## config.mk

```make
export PLATFORM = sky130hd
export DESIGN_NAME = alu_mpa_seq
export DESIGN_NICKNAME = d
export VERILOG_FILES = /design/src/rtl/alu_mpa_seq.sv
export SDC_FILE = /design/constraint.sdc
export NUM_CORES = 1
export LEC_CHECK = 0
export ABC_AREA = 0
export BUFFER_PORTS_ARGS = -buffer_cell sky130_fd_sc_hd__buf_2
export CAP_MARGIN = 0
export CORE_ASPECT_RATIO = 1.25
export CORE_MARGIN = 4
export CORE_UTILIZATION = 31
export CTS_BUF_LIST = sky130_fd_sc_hd__clkbuf_16
export DETAILED_ROUTE_END_ITERATION = 10
export PLACE_DENSITY_LB_ADDON = 0.15
export SLEW_MARGIN = 0
export SYNTH_ARGS = -nofsm -noshare
export SYNTH_HDL_FRONTEND = slang
export SYNTH_SLANG_ARGS = --single-unit
```

## constraint.sdc

```tcl
create_clock -name clk -period 1.5 [get_ports clk]
set_input_delay 0.15 -clock clk [delete_from_list [all_inputs] [get_ports clk]]
set_output_delay 0.15 -clock clk [all_outputs]
set_load 0.02 [all_outputs]
```

## src/rtl/alu_mpa_seq.sv

```systemverilog
// Multi-precision add/subtract sequencer: streams LS-first word pairs through an external
// combinational ALU with a registered carry chain and a 1-entry result buffer.
module alu_mpa_seq #(
  parameter int W  = 32,
  parameter int CW = 4
) (
  input  logic          clk,
  input  logic          rst,
  input  logic          start,
  input  logic          sub,
  input  logic [CW-1:0] len,
  output logic          busy,
  output logic          done,
  output logic          carry_out,
  output logic          ovfl_out,
  input  logic [W-1:0]  a_word,
  input  logic [W-1:0]  b_word,
  input  logic          in_valid,
  output logic          in_ready,
  output logic [W-1:0]  res_word,
  output logic          res_last,
  output logic          out_valid,
  input  logic          out_ready,
  output logic [W-1:0]  alu_a,
  output logic [W-1:0]  alu_b,
  output logic [1:0]    alu_op,
  output logic          alu_cin,
  input  logic [W-1:0]  alu_result,
  input  logic          alu_cout
);

  typedef enum logic [1:0] {IDLE = 2'd0, RUN = 2'd1, DRAIN = 2'd2} state_t;

  state_t        state_q, state_d;
  logic          sub_q, sub_d;
  logic [CW-1:0] len_q, len_d;
  logic [CW-1:0] cnt_q, cnt_d;
  logic          carry_q, carry_d;
  logic          carry_out_q, carry_out_d;
  logic          ovfl_out_q, ovfl_out_d;
  logic          out_valid_q, out_valid_d;
  logic [W-1:0]  res_word_q, res_word_d;
  logic          res_last_q, res_last_d;
  logic          done_q, done_d;

  logic [W-1:0]  b_eff;
  logic          accept;
  logic          out_hs;
  logic          last_word;

  // Subtraction is A + ~B + carry with the carry seeded to 1, so the ALU always runs addc.
  always_comb begin
    b_eff     = sub_q ? ~b_word : b_word;
    alu_a     = a_word;
    alu_b     = b_eff;
    alu_op    = (state_q == IDLE) ? 2'd0 : 2'd1;
    alu_cin   = (state_q == IDLE) ? 1'b0 : carry_q;
    in_ready  = (state_q == RUN) && (!out_valid_q || out_ready);
    accept    = in_valid && in_ready;
    out_hs    = out_valid_q && out_ready;
    last_word = (cnt_q == len_q);
  end

  always_comb begin
    state_d     = state_q;
    sub_d       = sub_q;
    len_d       = len_q;
    cnt_d       = cnt_q;
    carry_d     = carry_q;
    carry_out_d = carry_out_q;
    ovfl_out_d  = ovfl_out_q;
    res_word_d  = res_word_q;
    res_last_d  = res_last_q;
    done_d      = 1'b0;
    out_valid_d = accept ? 1'b1 : (out_hs ? 1'b0 : out_valid_q);
    case (state_q)
      IDLE: begin
        if (start) begin
          state_d     = RUN;
          sub_d       = sub;
          len_d       = len;
          cnt_d       = '0;
          carry_d     = sub;
          carry_out_d = 1'b0;
          ovfl_out_d  = 1'b0;
        end
      end
      RUN: begin
        if (accept) begin
          res_word_d = alu_result;
          res_last_d = last_word;
          carry_d    = alu_cout;
          if (last_word) begin
            carry_out_d = alu_cout;
            ovfl_out_d  = (a_word[W-1] == b_eff[W-1]) && (alu_result[W-1] != a_word[W-1]);
            state_d     = DRAIN;
          end else begin
            cnt_d = cnt_q + CW'(1);
          end
        end
      end
      DRAIN: begin
        // Only the MS word can be buffered here, so its handshake ends the command.
        if (out_hs && res_last_q) begin
          done_d  = 1'b1;
          state_d = IDLE;
        end
      end
      default: state_d = IDLE;
    endcase
  end

  always_ff @(posedge clk) begin
    if (rst) begin
      state_q     <= IDLE;
      sub_q       <= 1'b0;
      len_q       <= '0;
      cnt_q       <= '0;
      carry_q     <= 1'b0;
      carry_out_q <= 1'b0;
      ovfl_out_q  <= 1'b0;
      out_valid_q <= 1'b0;
      res_word_q  <= '0;
      res_last_q  <= 1'b0;
      done_q      <= 1'b0;
    end else begin
      state_q     <= state_d;
      sub_q       <= sub_d;
      len_q       <= len_d;
      cnt_q       <= cnt_d;
      carry_q     <= carry_d;
      carry_out_q <= carry_out_d;
      ovfl_out_q  <= ovfl_out_d;
      out_valid_q <= out_valid_d;
      res_word_q  <= res_word_d;
      res_last_q  <= res_last_d;
      done_q      <= done_d;
    end
  end

  assign busy      = (state_q != IDLE);
  assign done      = done_q;
  assign carry_out = carry_out_q;
  assign ovfl_out  = ovfl_out_q;
  assign out_valid = out_valid_q;
  assign res_word  = res_word_q;
  assign res_last  = res_last_q;

endmodule

```

== Yosys cells after proc, flatten, opt, wreduce, memory -nomap -nowiden ==
Index checks and enable logic that the tools add are counted.
Cells by class
  $add $sub $neg: 1
  multipliers: 0
  divide/modulo/power cells: 0
  $lt $le $gt $ge: 0
  eq/ne operators: 10
  shift-type cells: 0
  mux-type cells: 25
  bitwise logic cells: 2
  reductions and logical operators: 18
Operators by type and width (count)
  $mux 32: 1
  $not 32->32: 1
  $mux 1: 12
  $mux 4: 3
  $reduce_and 4->1: 3
  $ne 2x2->1 const B: 5
  $mux 2: 4
  $pmux 4 s2: 1
  $pmux 1 s2: 3
  $pmux 2 s3: 1
  $reduce_bool 2->1: 3
  $logic_and 1x1->1: 5
  $add 4x1->4 const B: 1
  $eq 4x4->1: 1
  $reduce_and 2->1: 2
  $reduce_and 3->1: 1
  $eq 2x1->1 const B: 1
  $eq 2x2->1 const B: 1
  $logic_not 2->1: 1
  $reduce_or 2->1: 1
  $eq 1x1->1: 1
  $logic_not 1->1: 1
  $logic_or 1x1->1: 1
  $ne 1x1->1: 1
  $not 1->1: 1
Word-level totals
  register bits after elaboration: 49
  bits in latches: 0
  memory bits (writable): 0
  memory bits (read-only): 0
  input bits: 107
  output and inout port bits: 106
  logic and storage cells: 67
  memories kept: 0

== Depth between registers and ports, before layout ==
Gate-level depths: netlist of the first run.
  depth in word-level cells: 7
  mapped depth: 7
  gate-level depth less buffers: 4

== Worst setup path before layout of the first run ==
No wires, ideal clock.
  kind: reg-to-reg
  start: register len_q[2]
  end: register cnt_q[0]
  library setup time: 0.134 ns
  arrival time: 1.411 ns
  data required time: 1.366 ns
  setup slack: -0.045 ns
  stages on the path, launching flop included: 5
  period minus slack after synthesis: 1.545 ns
  path through: dfxtp_1 -> xor2_2 -> or4_2 -> a21oi_1 -> a211oi_1
Between the ends
  longest elaborated chain between the ends: 3
Ends and longest elaborated chain
  start: declaration: line 36  | logic [CW-1:0] len_q, len_d;
  start signal: assignment: line 129  | len_q <= len_d;
  $eq 4x4->1: line 61  | last_word = (cnt_q == len_q);
  $ne 2x2->1 (no line)
  $reduce_and 4->1 (no line)
  end signal: assignment: line 130  | cnt_q <= cnt_d;
  end: declaration: line 37  | logic [CW-1:0] cnt_q, cnt_d;
Every way passes these cells.
A chain may end at the register's enable or synchronous reset.

== Final worst setup path of the first run ==
  start: register cnt_q[3]
  end: register cnt_q[0]
Between the ends
  longest elaborated chain between the ends: 3
Ends and longest elaborated chain (line)
  $eq 4x4->1: 61
  $ne 2x2->1 (no line)
  $reduce_and 4->1 (no line)
Every way passes these cells.

==> flow_metrics.py, run 1 <==
metrics = {
    "timing": {
        "setup_viol": 0,
        "post-route-min-period_ns": 1.49,
        "rsz0062_at_grt": "true",
        "drv_slew": 0,
        "worst_slack_ns": 0.00834,
        "skew_ns": 0.00303,
        "finalHoldViolCount": 0,
        "fin_crit_sh_pct": 99.4,
        "holdWs_ns": 0.0936,
        "fmax_mhz": 670,
    },
    "cells_and_area": {
        "area_growth_syn_to_layout_pct": 40.5,
        "diodes": 0,
        "final_cells": 529,
        "drive_gt1_share_pct": 47.5,
        "final_util_pct": 45.0,
        "nets": 541,
    },
    "synth": {
        "synth_area_leaders": "dfxtp_1 39%, xor2_1 11%, buf_4 10%, nand2_1 10%, a21oi_1 7.5%",
        "avgSynthCellArea_sq_um": 8.31,
        "synthCells": 304,
        "synthMuxAreaShare_pct": 2.38,
        "ys_ff_latch": 49,
        "yosysWarnings": 0,
        "yosysSeqAreaShare_pct": 38.8,
        "synth_edf_count": 0,
        "synth.distinct_cells": 36,
        "yosys.area_share.simple_pct": 19.7,
        "synth_xor_area_share_pct": 13.4,
        "synth_top_family_by_area": "simple AND/OR/NAND/NOR gates",
        "synth.top_cell.area_share_pct": 38.8,
        "synthAdderAreaFrac_pct": 0.495,
        "synthArstFlopShare_pct": 0,
        "synthTopCellsByCount": "70 x nand2_1, 49 x dfxtp_1, 38 x a21oi_1",
        "synth_largest_area_cell": "dfxtp_1",
        "synth-main-ff-cell": "dfxtp_1",
        "syn_area_sq_mm": 0.00253,
        "mappedNetlistNets": 412,
        "synth_compound_area_share_pct": 11.2,
        "yosysMostFrequentCell": "nand2_1",
    },
    "placed_design": {
        "pre_cts_ws_ns": -0.0183,
        "post-dp-hpwl_mm": 5.61,
        "finalWeightedCongestion": 0.802,
        "post-place-cells": 515,
        "numPortBuffers": 149,
    },
    "drt": {
        "dr.pass1.iters": 4,
        "vias": 2431,
        "drc": 0,
        "drt-total-wl_mm": 7.35,
        "drt_iter0_drc": 108,
        "viasPerCell": 4.60,
        "ant_nets": 0,
        "routedWlPerCell_um": 13.9,
    },
    "global_routing": {
        "grt_antenna_before_repair": 0,
        "grt.total_usage_pct": 14.8,
        "grt_overflow": 0,
        "grt_pass1_vias": 2423,
        "grt_start_max_net_pins": 35,
        "grt_pass1_wl_mm": 11.2,
    },
    "floorplanning": {
        "dieWidth_um": 88.8,
        "initial_core_util_pct": 32.1,
        "core_sq_mm": 0.00788,
        "rows": 36,
        "io_pins": 213,
        "die_area_sq_mm": 0.00967,
        "die-height_um": 109,
    },
    "clock_network": {
        "cts_tree": "done",
        "hold_buffers": 0,
        "numCtsBuffers": 5,
        "max-clock-path-buffers": 2,
        "h-tree-depth": 2,
        "insertion_delay_ns": 0.28,
        "clk_pin_slew_ns": 0.07,
        "cts_root_buf": "clkbuf_16",
        "clkSinkCount": 49,
    },
    "hold_path": {
        "holdCritStartpoint": "alu_result[3]",
        "whs_endpoint": "res_word[3]$_SDFFE_PP0P_",
        "hold-path-cell-count": 3,
        "hp-class": "input port to flip-flop",
    },
    "power_and_ir_drop": {
        "p_switching_mw": 1.13,
        "p_int_mw": 2.58,
        "power_mw": 3.71,
        "switching_share_pct": 30.5,
        "p_clk_share_pct": 34.1,
        "combPwrFrac_pct": 27.7,
        "p_seq_share_pct": 38.2,
        "p_leak_nw": 1.73,
        "peakVddDrop_v": 0.000498,
        "p_per_area_mw_per_mm2": 1050,
    },
    "status": {
        "outcome": "completed",
    },
    "setup_path": {
        "criticalPathCategory": "flip-flop to flip-flop",
        "r2r-start": "cnt_q[3]$_SDFFE_PP0P_",
        "cp_max_fo": 4,
        "required_ns": 1.67,
        "worstSetupStartpointType": "flip-flop",
        "worst_setup_path_end_kind": "flip-flop",
        "regToRegSetupSlack_ns": 0.008,
        "worstPathArrival_ns": 1.66,
        "ff2ff_path_depth": 5,
        "reg2reg_to": "cnt_q[0]$_SDFFE_PP0P_",
    },
    "run": {
        "maxCapViolCount": 0,
    },
}
[per-layer routing]
layer,track usage (%),vias to the layer above,part of all wire (%)
met4,6.91,0,2.7
met5,0,-,0
met2,25.7,124,49
li1,-,1210,-
met1,15.4,1079,37
met3,5.52,18,12
[flip-flops by register name, summed over array words and instances (netlist names)]
| name | flops |
|---|---|
| carry_out | 1 |
| carry_q | 1 |
| cnt_q | 4 |
| done | 1 |
| len_q | 4 |
| out_valid | 1 |
| ovfl_out | 1 |
| res_last | 1 |
| res_word | 32 |
| state_q | 2 |
| sub_q | 1 |
[per-stage QoR]
stage / TNS [ns] / area, sq um
after floorplan: 0 / 2540
after global placement: 0 / 3230
after detailed placement: -0.0355 / 3230
after CTS: -0.00275 / 3420
after global routing: -0.0852 / 3550
final: 0 / 3550
[logic make-up after synthesis]
| family | Yosys count |
|---|---|
| and+or+nand+nor | 107 |
| AOI/OAI and AO/OA | 49 |
| DFF | 49 |
| adders and majority gates | 1 |
| other | 1 |
| xor gates and xnor gates | 36 |
| buffers and inverters | 55 |
| muxes | 6 |
[what timing repair did]
action / 4_1_cts / 5_1_grt
pin swaps: 5 / 7
cloned: 0 / 1
setup buffers: 1 / 4
endpoints found under the hold margin: 0 / 0
setup endpoints to repair: 4 / 33
resized for setup: 10 / 18
[layout make-up]
cell class              count  area, sq um
clock buffers               5          125
clock inverters             3         41.3
flip-flops and latches     49         1000
repair buffers            175          978
fillers                   832         4330
well taps                  95          119
multi-input cells         201         1280
inverters                   1         3.75
[layout by cell type (no fill, tap or decap), drive strengths merged, types with 2 or more instances in the layout]
cell and n:
a21oi 38, a31oi 5, and2 3, buf 175, clkbuf 5, dfxtp 49
mux2i 6, nand2 70, nand2b 4, nand3 6, nand3b 2, nor2 6
nor2b 2, nor3 4, nor4 3, o211ai 2, or4 3, xor2 36
[worst max-delay path: stages (launching register included)]
cell and delay (ns):
dfxtp_4 0.36, xor2_4 0.20, buf_4 0.15, or4_4 0.45, a21oi_1 0.15, a211oi_1 0.06
[how the worst max path moves through the flow]
stage	start	end	slack (ns)	depth (start not counted)
after floorplan	state_q[0]$_SDFFE_PP0P_	cnt_q[3]$_SDFFE_PP0P_	0.03	5
after global placement	len_q[1]$_SDFFE_PP0P_	cnt_q[3]$_SDFFE_PP0P_	0.0006	4
after detailed placement	len_q[2]$_SDFFE_PP0P_	cnt_q[0]$_SDFFE_PP0P_	-0.02	4
after CTS	state_q[0]$_SDFFE_PP0P_	alu_cin	-0.003	4
after global routing	cnt_q[1]$_SDFFE_PP0P_	cnt_q[0]$_SDFFE_PP0P_	-0.04	5
final	cnt_q[3]$_SDFFE_PP0P_	cnt_q[0]$_SDFFE_PP0P_	0.008	5
[power groups by stage]
stage | combinational [mW] | clock (mW) | sequential, mW
floorplan | 0.650 | 0 | 1.49
global placement | 0.966 | 0 | 1.44
detailed placement | 0.974 | 0 | 1.44
CTS | 0.986 | 1.31 | 1.42
global route | 1.12 | 1.36 | 1.43
finish | 1.03 | 1.27 | 1.42
(Power assumes the default switching activity.)
==> inputs of run 2 (changes only) <==
==> constraint.sdc (replaced) <==
create_clock -name clk -period 1.5 [get_ports clk]
set_input_delay 0.375 -clock clk [delete_from_list [all_inputs] [get_ports clk]]
set_output_delay 0.375 -clock clk [all_outputs]
set_load 0.02 [all_outputs]
==> flow_metrics.py, run 2 (same netlist as run 1, synthesis figures left out) <==
metrics = {
    "status": {
        "outcome": "finished with violations",
        "violations": "setup timing",
    },
    "power_and_ir_drop": {
        "peakVddDrop_v": 0.000553,
        "p_leak_nw": 1.79,
        "p_per_area_mw_per_mm2": 978,
    },
    "cells_and_area": {
        "diodes": 0,
        "final_cells": 531,
        "final_util_pct": 47.5,
        "largest_reg_flops": 32,
        "area_growth_syn_to_layout_pct": 48.0,
        "layout_commonest_cell": "buf_2",
        "nets": 544,
        "final_area_sq_mm": 0.00374,
        "layout_common_cells": "115 x buf_2, 70 x nand2_1, 49 x buf_4",
        "n_fill_cell": 814,
        "drive_gt1_share_pct": 49.3,
    },
    "timing": {
        "finalHoldViolCount": 0,
        "worst_slack_ns": -0.101,
        "setup_viol": 35,
        "post-route-min-period_ns": 1.60,
        "rsz0062_at_grt": "true",
        "holdWs_ns": 0.308,
        "fin_crit_sh_pct": 107,
        "drv_slew": 0,
        "tns_ns": -1.29,
        "fmax_mhz": 624,
        "skew_ns": 0.00319,
    },
    "setup_path": {
        "regToRegSetupSlack_ns": -0.04,
        "cp_num_buf_inv": 2,
        "cp_max_fo": 2,
        "path_cells": "buf_6 -> or2_4 -> and2_4 -> buf_6",
        "slowest_stage": "dfxtp_2",
        "r2r-start": "state_q[0]$_SDFFE_PP0P_",
        "cp.depth": 4,
        "criticalPathCategory": "flip-flop to output pin",
        "reg2reg_to": "cnt_q[3]$_SDFFE_PP0P_",
        "worst_setup_path_end_kind": "output pin",
        "required_ns": 1.12,
        "crit_start": "state_q[0]$_SDFFE_PP0P_",
        "ff2ff_path_depth": 6,
        "slowest_delay_ns": 0.33,
        "crit_top_cell": "buf_6",
        "cp_top_family": "simple AND/OR/NAND/NOR gates",
        "worstSetupStartpointType": "flip-flop",
        "worstPathArrival_ns": 1.23,
        "cp-endpoint": "alu_cin",
    },
    "clock_network": {
        "numCtsBuffers": 5,
        "cts_root_buf": "clkbuf_16",
        "hold_buffers": 0,
        "max-clock-path-buffers": 2,
        "h-tree-depth": 2,
        "cts_tree": "done",
        "clk_pin_slew_ns": 0.06,
        "clkSinkCount": 49,
        "insertion_delay_ns": 0.28,
    },
    "global_routing": {
        "grt_pass1_vias": 2390,
        "grt_pass1_wl_mm": 11.4,
        "grt_antenna_before_repair": 0,
        "grt_overflow": 0,
        "grt_start_max_net_pins": 33,
        "grt.total_usage_pct": 15.0,
    },
    "floorplanning": {
        "io_pins": 213,
        "die-height_um": 109,
        "core_sq_mm": 0.00788,
        "rows": 36,
        "die_area_sq_mm": 0.00967,
        "dieWidth_um": 88.8,
        "initial_core_util_pct": 32.1,
    },
    "placed_design": {
        "numPortBuffers": 149,
        "finalWeightedCongestion": 0.797,
        "post-dp-hpwl_mm": 5.55,
        "post-place-cells": 517,
        "placed_area_sq_mm": 0.00323,
    },
    "drt": {
        "ant_nets": 0,
        "viasPerCell": 4.65,
        "drt-total-wl_mm": 7.53,
        "dr.pass1.iters": 3,
        "drc": 0,
        "vias": 2467,
        "drt_iter0_drc": 56,
        "routedWlPerCell_um": 14.2,
    },
    "run": {
        "maxCapViolCount": 0,
    },
    "hold_path": {
        "hp-class": "input port to flip-flop",
    },
}
[run 2: changes by cell type in the layout (fill, tap and decap cells not counted), sizes merged]
cell,delta
buf,+2
bufinv,-1
clkbuf,+1
[run 2: area by class of cell]
type / count / area, sq um / area share [%]
Sequential cell: 49 / 1010 / 27.1
Clock buffer: 5 / 125 / 3.34
Tap cell: 95 / 119 / 3.18
Clock inverter: 2 / 11.3 / 0.301
Multi-Input combinational cell: 201 / 1320 / 35.4
Inverter: 1 / 3.75 / 0.100
Timing Repair Buffer: 178 / 1140 / 30.6
[run 2: stage by stage]
| stage | worst slack [ns] | total power, mW |
|---|---|---|
| 6_report | -0.101 | 3.66 |
| 5_1_grt | -0.138 | 3.87 |
| 4_1_cts | -0.117 | 3.63 |
| 3_5_place_dp | -0.0657 | 2.42 |
| 3_3_place_gp | -0.0508 | 2.42 |
| 2_1_floorplan | -0.0515 | 2.14 |
[run 2: worst min path at each step]
| stage | endpoint | cells after the start | startpoint |
|---|---|---|---|
| 4_1_cts | done$_SDFF_PP0_ | 2 | rst |
| 5_1_grt | done$_SDFF_PP0_ | 2 | rst |
| 6_report | done$_SDFF_PP0_ | 2 | rst |
| 3_5_place_dp | res_word[22]$_SDFFE_PP0P_ | 2 | res_word[22]$_SDFFE_PP0P_ |
| 2_1_floorplan | cnt_q[1]$_SDFFE_PP0P_ | 2 | cnt_q[1]$_SDFFE_PP0P_ |
| 3_3_place_gp | res_word[1]$_SDFFE_PP0P_ | 2 | res_word[1]$_SDFFE_PP0P_ |
[run 2: metal layers]
metal | part of all wire [%] | global-route usage, %
met2 | 48 | 25.3
met3 | 12 | 6.12
met1 | 39 | 16.9
met4 | 1.4 | 4.86
met5 | 0 | 0
[run 2: where the power goes]
part           internal, mW  total (mW)  leakage [nW]  switching (mW)
Clock                 0.603        1.08        0.0633           0.474
Sequential             1.37        1.42         0.406          0.0553
Combinational         0.538        1.16          1.32           0.624
Total                  2.51        3.66          1.79            1.15
[run 2: timing repair]
item                                    in CTS  in global routing
buffers inserted                             1                  4
cloned                                       1                  1
pin swaps                                    2                 10
endpoints found under the setup margin      41                 57
resized for setup                           53                 31
==> inputs of run 3 (changes only) <==
--- a/config.mk
+++ b/config.mk
@@ -6,10 +6,9 @@
 export NUM_CORES = 1
 export LEC_CHECK = 0
 export ABC_AREA = 0
-export BUFFER_PORTS_ARGS = -buffer_cell sky130_fd_sc_hd__buf_2
+export BUFFER_PORTS_ARGS = -buffer_cell sky130_fd_sc_hd__clkbuf_2
 export CAP_MARGIN = 0
 export CORE_ASPECT_RATIO = 1.25
-export CORE_MARGIN = 4
 export CORE_UTILIZATION = 31
 export CTS_BUF_LIST = sky130_fd_sc_hd__clkbuf_16
 export DETAILED_ROUTE_END_ITERATION = 10
==> flow_metrics.py, run 3 (same netlist as run 1, synthesis figures left out) <==
metrics = {
    "status": {
        "outcome": "finished with violations",
        "violations": "setup timing",
    },
    "timing": {
        "fmax_mhz": 632,
        "setup_viol": 34,
        "skew_ns": 0.0100,
        "drv_slew": 0,
        "post-route-min-period_ns": 1.58,
        "worst_slack_ns": -0.0834,
        "fin_crit_sh_pct": 106,
        "rsz0062_at_grt": "true",
        "holdWs_ns": 0.302,
        "tns_ns": -1.61,
        "finalHoldViolCount": 0,
    },
    "floorplanning": {
        "die_area_sq_mm": 0.00852,
        "core_sq_mm": 0.00784,
        "initial_core_util_pct": 32.2,
        "die-height_um": 103,
        "dieWidth_um": 82.8,
        "rows": 36,
        "io_pins": 213,
    },
    "drt": {
        "drt-total-wl_mm": 7.31,
        "ant_nets": 0,
        "vias": 2486,
        "dr.pass1.iters": 4,
        "drc": 0,
        "viasPerCell": 4.64,
        "routedWlPerCell_um": 13.6,
        "drt_iter0_drc": 57,
    },
    "cells_and_area": {
        "nets": 548,
        "layout_commonest_cell": "clkbuf_2",
        "diodes": 0,
        "largest_reg_flops": 32,
        "layout_common_cells": "113 x clkbuf_2, 70 x nand2_1, 44 x buf_4",
        "area_growth_syn_to_layout_pct": 57.2,
        "drive_gt1_share_pct": 51.9,
    },
    "hold_path": {
        "whs_endpoint": "res_word[7]$_SDFFE_PP0P_",
        "hp-class": "input port to flip-flop",
        "hold-path-cell-count": 3,
        "holdCritStartpoint": "alu_result[7]",
    },
    "clock_network": {
        "cts_root_buf": "clkbuf_16",
        "max-clock-path-buffers": 2,
        "h-tree-depth": 2,
        "numCtsBuffers": 5,
        "clk_pin_slew_ns": 0.07,
        "cts_tree": "done",
        "clkSinkCount": 49,
        "insertion_delay_ns": 0.29,
    },
    "setup_path": {
        "worstSetupStartpointType": "flip-flop",
        "reg2reg_to": "cnt_q[3]$_SDFFE_PP0P_",
        "required_ns": 1.12,
        "criticalPathCategory": "flip-flop to output pin",
        "ff2ff_path_depth": 6,
        "cp_max_fo": 6,
        "regToRegSetupSlack_ns": 0.01,
        "worstPathArrival_ns": 1.21,
        "r2r-start": "state_q[0]$_SDFFE_PP0P_",
        "worst_setup_path_end_kind": "output pin",
    },
    "placed_design": {
        "finalWeightedCongestion": 0.755,
        "post-dp-hpwl_mm": 5.00,
        "numPortBuffers": 149,
    },
    "global_routing": {
        "grt_overflow": 0,
        "grt.total_usage_pct": 16.3,
        "grt_pass1_vias": 2238,
        "grt_antenna_before_repair": 0,
        "grt_pass1_wl_mm": 10.6,
        "grt_start_max_net_pins": 25,
    },
    "power_and_ir_drop": {
        "p_leak_nw": 1.86,
        "peakVddDrop_v": 0.000611,
        "p_per_area_mw_per_mm2": 995,
    },
    "run": {
        "maxCapViolCount": 0,
    },
}
-- run 3: cell count changes in the layout (fill, tap and decap cells not counted), sizes merged --
cell      change
buf         -109
inv           +1
bufinv        +1
clkbuf      +113
clkinvlp      -1
-- run 3: layout make-up --
type	instances	area, sq um
Multi-Input combinational cell	201	1410
Fill cell	760	3860
Timing Repair Buffer	182	1260
Inverter	1	3.75
Tap cell	95	119
Clock buffer	5	125
Clock inverter	3	42.5
Sequential cell	49	1010
-- run 3: worst max-delay path, stage by stage, from the launching register on --
cell and delay, ns:
dfxtp_4 0.43, clkbuf_16 0.19, xor2_1 0.15, buf_4 0.16
-- run 3: where the power goes --
part | internal [mW] | switching [mW]
logic | 0.606 | 0.649
registers | 1.37 | 0.0563
clock network | 0.784 | 0.490
total | 2.76 | 1.20
-- run 3: layer usage --
layer	track usage (%)	wire [um]	vias up
met4	6.37	150	0
met2	27.4	3560	123
met3	5.66	782	14
li1	-	-	1222
met5	0	0	-
met1	18.8	2820	1127
-- run 3: worst max path at each step --
stage	cells past startpoint	to	slack, ns	from
floorplan	3	alu_b[0]	-0.05	sub_q$_SDFFE_PP0P_
global placement	4	ovfl_out$_SDFFE_PP0P_	-0.07	len_q[2]$_SDFFE_PP0P_
detailed placement	6	res_word[11]$_SDFFE_PP0P_	-0.14	out_ready
CTS	3	alu_b[12]	-0.09	sub_q$_SDFFE_PP0P_
global route	3	alu_b[9]	-0.15	sub_q$_SDFFE_PP0P_
finish	3	alu_b[25]	-0.08	sub_q$_SDFFE_PP0P_
-- run 3: stage by stage --
step / power, mW / util (%) / std cells / instance area (sq um) / setup slack (ns)
after floorplan: 2.14 / - / 304 / 2530 / -0.0515
after global placement: 2.40 / 41.2 / 516 / 3230 / -0.0666
after detailed placement: 2.40 / 41.2 / 516 / 3230 / -0.139
after CTS: 3.85 / 47.2 / 531 / 3700 / -0.0921
after global routing: 4.18 / 50.7 / 536 / 3970 / -0.152
final: 3.95 / 50.7 / 536 / 3970 / -0.0834
-- run 3: what timing repair did --
item	in CTS	in global routing
hold buffers	0	0
setup buffers	5	4
endpoints found under the setup margin	61	64
pin swaps	8	6
cloned	2	1
resized for setup	65	79
